`src/rtl/count_mon_pkg.sv`:
```
// Shared types and helpers for the counter stream monitor: FSM states,
// delta classes, default widths and the delta classifier.
package count_mon_pkg;

  localparam int CNT_W_DEFAULT  = 4;
  localparam int STAT_W_DEFAULT = 8;

  typedef enum logic [1:0] {
    EMPTY = 2'd0,
    ACQ   = 2'd1,
    UP    = 2'd2,
    DOWN  = 2'd3
  } mon_state_e;

  typedef enum logic [1:0] {
    UP_STEP   = 2'd0,
    DOWN_STEP = 2'd1,
    HOLD      = 2'd2,
    JUMP      = 2'd3
  } delta_class_e;

  // Delta arrives zero-extended to 32 bits; width says how many bits are real.
  // +1 is tested before all-ones so a 1-bit counter still reads as stepping up.
  function automatic delta_class_e classify(input logic [31:0] delta, input int unsigned width);
    logic [31:0] mask;
    logic [31:0] d;
    delta_class_e cls;
    mask = (width >= 32'd32) ? 32'hFFFF_FFFF : ((32'd1 << width) - 32'd1);
    d = delta & mask;
    if (d == 32'd0) begin
      cls = HOLD;
    end else if (d == 32'd1) begin
      cls = UP_STEP;
    end else if (d == mask) begin
      cls = DOWN_STEP;
    end else begin
      cls = JUMP;
    end
    return cls;
  endfunction

endpackage

```
`src/rtl/count_stream_monitor_sat_counter.sv`:
```
// Saturating event counter: sticks at all-ones, clear wins over increment.
module sat_counter
  import count_mon_pkg::*;
#(
  parameter int W = STAT_W_DEFAULT
) (
  input  logic         clk,
  input  logic         reset,
  input  logic         inc,
  input  logic         clr,
  output logic [W-1:0] value
);

  logic [W-1:0] value_q;
  logic [W-1:0] value_d;

  // Next count: clear, saturating increment, or hold.
  always_comb begin
    value_d = value_q;
    if (clr) begin
      value_d = {W{1'b0}};
    end else if (inc && (value_q != {W{1'b1}})) begin
      value_d = value_q + {{(W-1){1'b0}}, 1'b1};
    end else begin
      value_d = value_q;
    end
  end

  // Count register with synchronous active-low reset.
  always_ff @(posedge clk) begin
    if (!reset) begin
      value_q <= {W{1'b0}};
    end else begin
      value_q <= value_d;
    end
  end

  assign value = value_q;

endmodule

```
`src/rtl/count_stream_monitor.sv`:
```
// Observer for the up/down counter output: decodes step, wrap, direction
// change, load and illegal hold per valid sample, with saturating statistics.
module count_stream_monitor
  import count_mon_pkg::*;
#(
  parameter int CNT_W  = CNT_W_DEFAULT,
  parameter int STAT_W = STAT_W_DEFAULT
) (
  input  logic              clk,
  input  logic              reset,
  input  logic              valid_i,
  input  logic [CNT_W-1:0]  count_i,
  input  logic              clr_stats_i,
  output logic              locked_o,
  output logic              dir_o,
  output logic              step_o,
  output logic              wrap_o,
  output logic              dir_chg_o,
  output logic              load_o,
  output logic              err_o,
  output logic [STAT_W-1:0] wrap_cnt_o,
  output logic [STAT_W-1:0] load_cnt_o,
  output logic [STAT_W-1:0] err_cnt_o
);

  mon_state_e       state_q, state_d;
  logic [CNT_W-1:0] prev_q, prev_d;
  logic             locked_q, locked_d;
  logic             dir_q, dir_d;
  logic             step_q, step_d;
  logic             wrap_q, wrap_d;
  logic             dir_chg_q, dir_chg_d;
  logic             load_q, load_d;
  logic             err_q, err_d;

  logic [CNT_W-1:0] delta_s;
  delta_class_e     cls_s;
  logic             prev_max_s;
  logic             prev_zero_s;

  assign delta_s     = count_i - prev_q;
  assign cls_s       = classify(32'(delta_s), CNT_W);
  assign prev_max_s  = (prev_q == {CNT_W{1'b1}});
  assign prev_zero_s = (prev_q == {CNT_W{1'b0}});

  // Next-state and event decode; a wrap is judged on the value being left.
  always_comb begin
    state_d   = state_q;
    prev_d    = prev_q;
    step_d    = 1'b0;
    wrap_d    = 1'b0;
    dir_chg_d = 1'b0;
    load_d    = 1'b0;
    err_d     = 1'b0;
    if (valid_i) begin
      prev_d = count_i;
      case (state_q)
        EMPTY: state_d = ACQ;
        ACQ: begin
          case (cls_s)
            UP_STEP:   begin state_d = UP;   step_d = 1'b1; end
            DOWN_STEP: begin state_d = DOWN; step_d = 1'b1; end
            HOLD:      state_d = ACQ;
            JUMP:      begin state_d = ACQ;  load_d = 1'b1; end
            default:   state_d = ACQ;
          endcase
        end
        UP: begin
          case (cls_s)
            UP_STEP:   begin step_d = 1'b1; wrap_d = prev_max_s; end
            DOWN_STEP: begin
              state_d = DOWN; dir_chg_d = 1'b1; step_d = 1'b1; wrap_d = prev_zero_s;
            end
            HOLD:      err_d = 1'b1;
            JUMP:      begin state_d = ACQ; load_d = 1'b1; end
            default:   state_d = ACQ;
          endcase
        end
        DOWN: begin
          case (cls_s)
            DOWN_STEP: begin step_d = 1'b1; wrap_d = prev_zero_s; end
            UP_STEP:   begin
              state_d = UP; dir_chg_d = 1'b1; step_d = 1'b1; wrap_d = prev_max_s;
            end
            HOLD:      err_d = 1'b1;
            JUMP:      begin state_d = ACQ; load_d = 1'b1; end
            default:   state_d = ACQ;
          endcase
        end
        default: state_d = EMPTY;
      endcase
    end else begin
      state_d = state_q;
      prev_d  = prev_q;
    end
    locked_d = (state_d == UP) || (state_d == DOWN);
    dir_d    = (state_d == UP);
  end

  // State, previous sample and registered event outputs.
  always_ff @(posedge clk) begin
    if (!reset) begin
      state_q   <= EMPTY;
      prev_q    <= {CNT_W{1'b0}};
      locked_q  <= 1'b0;
      dir_q     <= 1'b0;
      step_q    <= 1'b0;
      wrap_q    <= 1'b0;
      dir_chg_q <= 1'b0;
      load_q    <= 1'b0;
      err_q     <= 1'b0;
    end else begin
      state_q   <= state_d;
      prev_q    <= prev_d;
      locked_q  <= locked_d;
      dir_q     <= dir_d;
      step_q    <= step_d;
      wrap_q    <= wrap_d;
      dir_chg_q <= dir_chg_d;
      load_q    <= load_d;
      err_q     <= err_d;
    end
  end

  assign locked_o  = locked_q;
  assign dir_o     = dir_q;
  assign step_o    = step_q;
  assign wrap_o    = wrap_q;
  assign dir_chg_o = dir_chg_q;
  assign load_o    = load_q;
  assign err_o     = err_q;

  sat_counter #(.W(STAT_W)) u_wrap_cnt (
    .clk(clk), .reset(reset), .inc(wrap_d), .clr(clr_stats_i), .value(wrap_cnt_o)
  );

  sat_counter #(.W(STAT_W)) u_load_cnt (
    .clk(clk), .reset(reset), .inc(load_d), .clr(clr_stats_i), .value(load_cnt_o)
  );

  sat_counter #(.W(STAT_W)) u_err_cnt (
    .clk(clk), .reset(reset), .inc(err_d), .clr(clr_stats_i), .value(err_cnt_o)
  );

endmodule
```
`config.mk`:
```
export PLATFORM = sky130hd
export DESIGN_NAME = count_stream_monitor
export DESIGN_NICKNAME = d
export VERILOG_FILES = /design/src/rtl/count_mon_pkg.sv /design/src/rtl/count_stream_monitor_sat_counter.sv /design/src/rtl/count_stream_monitor.sv
export SDC_FILE = /design/constraint.sdc
export NUM_CORES = 1
export LEC_CHECK = 0
export ABC_AREA = 1
export CAP_MARGIN = 30
export CORE_ASPECT_RATIO = 1.4
export CORE_MARGIN = 2
export CORE_UTILIZATION = 25
export CTS_CLUSTER_DIAMETER = 80
export DETAILED_ROUTE_END_ITERATION = 10
export SKIP_CTS_REPAIR_TIMING = 1
export SYNTH_ARGS = -nofsm -noshare
export SYNTH_HDL_FRONTEND = slang
export SYNTH_SLANG_ARGS = --single-unit
```
`constraint.sdc`:
```
create_clock -name clk -period 2.9 [get_ports clk]
set_clock_uncertainty 0.2 [all_clocks]
set_input_delay 0.435 -clock clk [delete_from_list [all_inputs] [get_ports clk]]
set_output_delay 0.435 -clock clk [all_outputs]
set_load 0.1 [all_outputs]
```
==> results of run 1 <==
final cells by class:
type	instances	area (sq um)
clock inverter	1	30.0
tap	100	125
sequential	37	741
multi-input combinational	179	1110
fill	835	5010
inverter	41	161
timing repair buffer	54	438
clock buffer	7	86.3
cell families after synthesis:
kind of cell	count (synthesis)	share of synthesized area
fa+ha+maj	10	0.0670
compound gates	47	0.133
buf+inv	43	0.0898
xor+xnor	6	0.0304
flops	37	0.374
simple gates	116	0.305
sequential cells by signal, summed over array words and instances (netlist names):
register,cells
u_err_cnt.value,8
u_load_cnt.value,8
u_wrap_cnt.value,8
prev_q,4
state_q,2
dir_chg_o,1
dir_o,1
err_o,1
load_o,1
locked_o,1
step_o,1
wrap_o,1
worst paths after layout:
check	from	end	slack [ns]	cells after the start
max	count_i[1]	u_err_cnt.value[4]$_SDFFE_PP0P_	0.16	15
min	count_i[0]	prev_q[0]$_SDFFE_PN0P_	0.23	3
max reg2reg	prev_q[0]$_SDFFE_PN0P_	u_wrap_cnt.value[6]$_SDFFE_PP0P_	0.20	13
min reg2reg	u_err_cnt.value[4]$_SDFFE_PP0P_	u_err_cnt.value[4]$_SDFFE_PP0P_	0.29	2
power groups by stage:
| stage | registers [mW] | clock network [mW] | logic, mW |
|---|---|---|---|
| floorplan | 0.572 | 0 | 0.111 |
| global placement | 0.539 | 0 | 0.211 |
| detailed placement | 0.539 | 0 | 0.212 |
| CTS | 0.527 | 0.481 | 0.213 |
| global route | 0.529 | 0.503 | 0.254 |
| finish | 0.527 | 0.465 | 0.231 |
through the flow:
stage / setup TNS [ns] / setup WS, ns / area [sq um]
2_1_floorplan: 0 / 0.0818 / 1980
3_3_place_gp: -7.57 / -0.361 / 2490
3_5_place_dp: -8.77 / -0.423 / 2490
4_1_cts: -0.488 / -0.102 / 2610
5_1_grt: -0.0197 / -0.0125 / 2690
6_report: 0 / 0.160 / 2690
cells in the mapped netlist:
cell,count
o21ai_2,1
clkinv_4,1
nor3_2,1
clkinv_1,1
nand4_4,1
and3_1,1
nand2_1,42
nor2_1,27
a21oi_1,25
and2_1,1
nand3_1,14
xor2_1,3
o31ai_1,1
inv_1,37
o21ai_0,14
dfxtp_1,37
fa_1,1
o21bai_4,1
xnor2_1,2
nand3_2,2
xnor2_2,1
a31o_2,1
nor3_1,3
inv_2,2
buf_6,1
nor3b_1,1
nand2_2,5
nand4_2,1
ha_1,9
buf_4,1
a21oi_2,1
nand3_4,2
nand4_1,11
o21ai_1,2
nand2_4,2
a31oi_1,1
nor2_2,1
nor2_4,1
layer usage:
metal,up-vias,GRT usage,share of wire
met3,10,0.0339,0.051
met4,0,0.0542,0.024
li1,969,-,-
met1,847,0.113,0.43
met2,34,0.179,0.49
met5,-,0,0
worst max-delay path, delay by kind of cell:
kind / cells / cell delay (ns)
fa+ha+maj: 2 / 0.43
simple gates: 6 / 0.66
compound gates: 3 / 0.38
buf+inv: 4 / 0.81
==> results.md, run 1 <==
* Status: complete, no violations
* Gr ovfl total at 0
* Rel. slew slack at 0.777
* Commonest non-fill, non-tap cell in the layout: buf_4
* Gate Count Post-Synth at 259
* CTS root buf: clkbuf_8
* Hold/Removal Path Class: primary input to flip-flop
* CP Max Fanout at 7
* Distinct cells, synth at 38
* Yosys reg bits at 37
* GPL Wtd Cong at 0.790
* Worst path slowest cell: clkdlybuf4s50_1
* P&R area growth vs syn at 36.1%
* Commonest cells after routing, fill and taps aside: 46 x buf_4, 39 x nand2_1, 37 x dfxtp_1
* Die ar. at 8650 sq um
* Worst path cell trace: clkdlybuf4s50_1 -> buf_4 -> ha_1 -> nand3_1 -> nand3_1 -> nand2_4 -> nand3_2 -> inv_1 -> ha_1 -> nand2_2 -> o21bai_4 -> inv_4 -> nand4_1 -> o21ai_1 -> a21oi_1
* Slew at the pin closest to its max-slew limit at 0.332 ns
* Sequential Power Share at 0.431
* Total Routing Usage GR at 0.104
* Sw Pwr at 334 uW
* 1st-iter DRT viols at 38
* Num rows at 38
* Clock Power Share at 0.380
* Cts bufs inserted at 5
* IO Pins at 39
* Top cell type by total area after synthesis: dfxtp_1
* CTS tree: done
* H-tree Lvls at 2
* DRT Pass-1 Iters at 4
* Clk sinks at 37
* Core area at 7700 sq um
* Post-synth top area share at 0.374
* Layout cells sized above 1 at 0.301
* Pint at 890 uW
* Initial antenna violation count at 0
* HPWL Detailed at 3450 microns
* Crit path capture type: flip-flop
* Clock latency on the worst-skew pair at 0.30 ns
* Worst hold slack at 0.226 ns
* Syn Nets at 277
* Peak supply drop at 0.164 mV
* DP Cell Count at 407
* Critical Path RT at 2.89 ns
* Initial Util at 0.257
* Die width at 79.2 microns
* Chip height at 109 microns
* Reg clk slew, reported paths at 0.07 ns
* Crit path launch type: primary input
* Final setup vio count at 0
* Period utilisation layout at 0.945
* Largest cells by area after synthesis: dfxtp_1 37%, nand2_1 8.0%, inv_1 7.0%
* Total Wirelength at 4460 microns
* Final Non-Filler Cells at 419
* Sw Ratio at 0.273
* CP Class: primary input to flip-flop
* Max clock buf depth at 2
* IO Port Bufs at 38
* Min Tclk post-route at 2.74 ns
* Sequential fraction of the synthesis area at 0.374
* Core Util, Final at 0.349
* DRT antenna net count at 0
* Pleak at 1.19 nW
* First-pass GRT wire length at 7090 microns
* Slew Viols, Final at 0
* Arrival @ worst endpoint at 2.73 ns
* Vias at 1860
* Fin. Hold Viols at 0
* Critical Path Max Stage Delay at 0.47 ns
* Total power at 1.22 mW
* Largest net degree at the start of global routing at 19
* Synthesis warning total at 0
* Post-synthesis average cell area at 7.64 sq um
* Max_cap viols at 0
* Residual DRC at 0
* Number of global-route vias before repair at 1639
* Comb pwr share at 0.189
* Cell Pwr Density at 455 nW/um^2
* Diodes inserted at 0
* Final Net Count at 336
* Via density at 4.44
* FMAX at 365 MHz
* DR WL/cell at 10.6 microns
* Cell Area, Synth at 1980 sq um
No activity file was read; power rests on OpenSTA's default activity.
==> run 2, diff against run 1 <==
CORE_MARGIN = 5   (was 2)
CORE_UTILIZATION = 39   (was 25)
PLACE_DENSITY = 0.66   (was default)
==> results.md, run 2 (synthesis gave the netlist of run 1 again) <==
* P&R area growth vs syn at 36.6%
* Min Tclk post-route at 2.76 ns
* Gr ovfl total at 0
* Critical Path Max Stage Delay at 0.58 ns
* Via density at 4.86
* Hold_sp: u_err_cnt.value[4]$_SDFFE_PP0P_
* Final Net Count at 336
* Chip height at 94.3 microns
* Slew Viols, Final at 0
* CTS tree: done
* Hold path cells at 2
* Slew at the pin closest to its max-slew limit at 0.375 ns
* Rel. slew slack at 0.749
* IO Port Bufs at 38
* Clk sinks at 37
* Peak supply drop at 0.237 mV
* DRT Pass-1 Iters at 4
* Fin. Hold Viols at 0
* Total Wirelength at 4370 microns
* Period utilisation layout at 0.951
* Num rows at 30
* Vias at 1862
* Crit path capture type: flip-flop
* Worst path slowest cell: fa_2
* 1st-iter DRT viols at 64
* DR WL/cell at 11.4 microns
* Unrepaired setup endpoints after global routing: no
* Worst R2R Path Depth at 15
* Hold/Removal Path Class: flip-flop to flip-flop
* Cell Pwr Density at 421 nW/um^2
* Critical Path RT at 2.91 ns
* Worst path cell trace: clkdlybuf4s50_1 -> fa_2 -> inv_2 -> nor3_2 -> nand3_1 -> nand2_2 -> inv_4 -> ha_4 -> nand3_2 -> inv_2 -> nand2_4 -> inv_2 -> and3_1 -> a31oi_1
* Arrival @ worst endpoint at 2.77 ns
* Reg2reg start: prev_q[0]$_SDFFE_PN0P_
* Crit path from: count_i[1]
* Core area at 4880 sq um
* HPWL Detailed at 3360 microns
* Largest net degree at the start of global routing at 18
* Largest delay contributor family on the critical path: simple AND/OR/NAND/NOR gates
* Most frequent CP cell: inv_2
* Die width at 70.2 microns
* Total Routing Usage GR at 0.136
* Clock latency on the worst-skew pair at 0.28 ns
* DRT antenna net count at 0
* Placed cell areas at 2430 sq um
* Total power at 1.14 mW
* Layout cells sized above 1 at 0.332
* CTS root buf: clkbuf_8
* Reg clk slew, reported paths at 0.07 ns
* FMAX at 363 MHz
* WP buf/inv at 5
* Initial Util at 0.405
* Setup slack, reg-to-reg at 0.22 ns
* Diodes inserted at 0
* IO Pins at 39
* H-tree Lvls at 2
* Commonest cells after routing, fill and taps aside: 46 x buf_4, 37 x nand2_1, 37 x dfxtp_1
* GPL Wtd Cong at 0.820
* Status: complete, no violations
* First-pass GRT wire length at 7510 microns
* Number of global-route vias before repair at 1793
* Pleak at 1.17 nW
* Critical path depth in cells at 14
* Post-route design area at 2700 sq um
* Residual DRC at 0
* Max clock buf depth at 2
* Max_cap viols at 0
* Die ar. at 6620 sq um
* Commonest non-fill, non-tap cell in the layout: buf_4
* Cts bufs inserted at 5
* CP Max Fanout at 7
* Initial antenna violation count at 0
* Crit path launch type: primary input
* Final setup vio count at 0
* CP Class: primary input to flip-flop
==> run 2: changes by cell type in the layout (fill, tap and decap cells not counted), sizes merged <==
cell / change
clkinv: +2
clkbuf: -1
bufinv: -1
==> run 2: worst paths after layout <==
kind	endpoint
setup / recovery	u_load_cnt.value[6]$_SDFFE_PP0P_
hold / removal	u_err_cnt.value[4]$_SDFFE_PP0P_
setup reg to reg	u_load_cnt.value[6]$_SDFFE_PP0P_
hold reg to reg	u_err_cnt.value[4]$_SDFFE_PP0P_
==> run 2: final cells by class <==
cell class / instances / area (sq um)
fillers: 489 / 2180
multi-input cells: 179 / 1200
flip-flops and latches: 37 / 741
repair buffers: 54 / 429
inverters: 41 / 164
well taps: 64 / 80.1
clock buffers: 6 / 72.6
clock inverters: 2 / 10.0
==> run 2: report_power, final <==
part           switching (mW)  total, mW  internal [mW]
Combinational           0.156      0.264          0.108
Sequential            0.00904      0.528          0.519
Clock                   0.178      0.344          0.167
==> run 2: per-stage QoR <==
| step | instances | setup WS (ns) | hold slack [ns] | setup TNS [ns] | util |
|---|---|---|---|---|---|
| 6_report | 383 | 0.143 | 0.292 | 0 | 0.554 |
| 5_1_grt | 383 | 0.0184 | 0.335 | 0 | 0.554 |
| 4_1_cts | 379 | -0.107 | 0.299 | -0.647 | 0.515 |
| 3_5_place_dp | 371 | -0.394 | 0.284 | -8.61 | 0.498 |
| 3_3_place_gp | 371 | -0.336 | 0.276 | -6.95 | 0.498 |
| 2_1_floorplan | 259 | 0.0818 | 0.276 | 0 | - |
==> run 2: worst register-to-register path, cell delays in order (launching register included) <==
cell     delay (ns)
dfxtp_1        0.34
ha_2           0.17
inv_2          0.04
fa_2           0.59
inv_2          0.05
nor3_2         0.16
nand3_1        0.13
nand2_2        0.14
inv_4          0.06
ha_4           0.16
nand3_2        0.08
inv_2          0.06
nand2_4        0.08
inv_2          0.07
and3_1         0.17
a31oi_1        0.13
==> run 2: routing by layer <==
metal	vias to the layer above	part of all wire	GRT usage
met3	9	0.045	0.0375
met5	-	0	0
met2	30	0.52	0.257
li1	969	-	-
met1	854	0.42	0.147
met4	0	0.016	0.0383
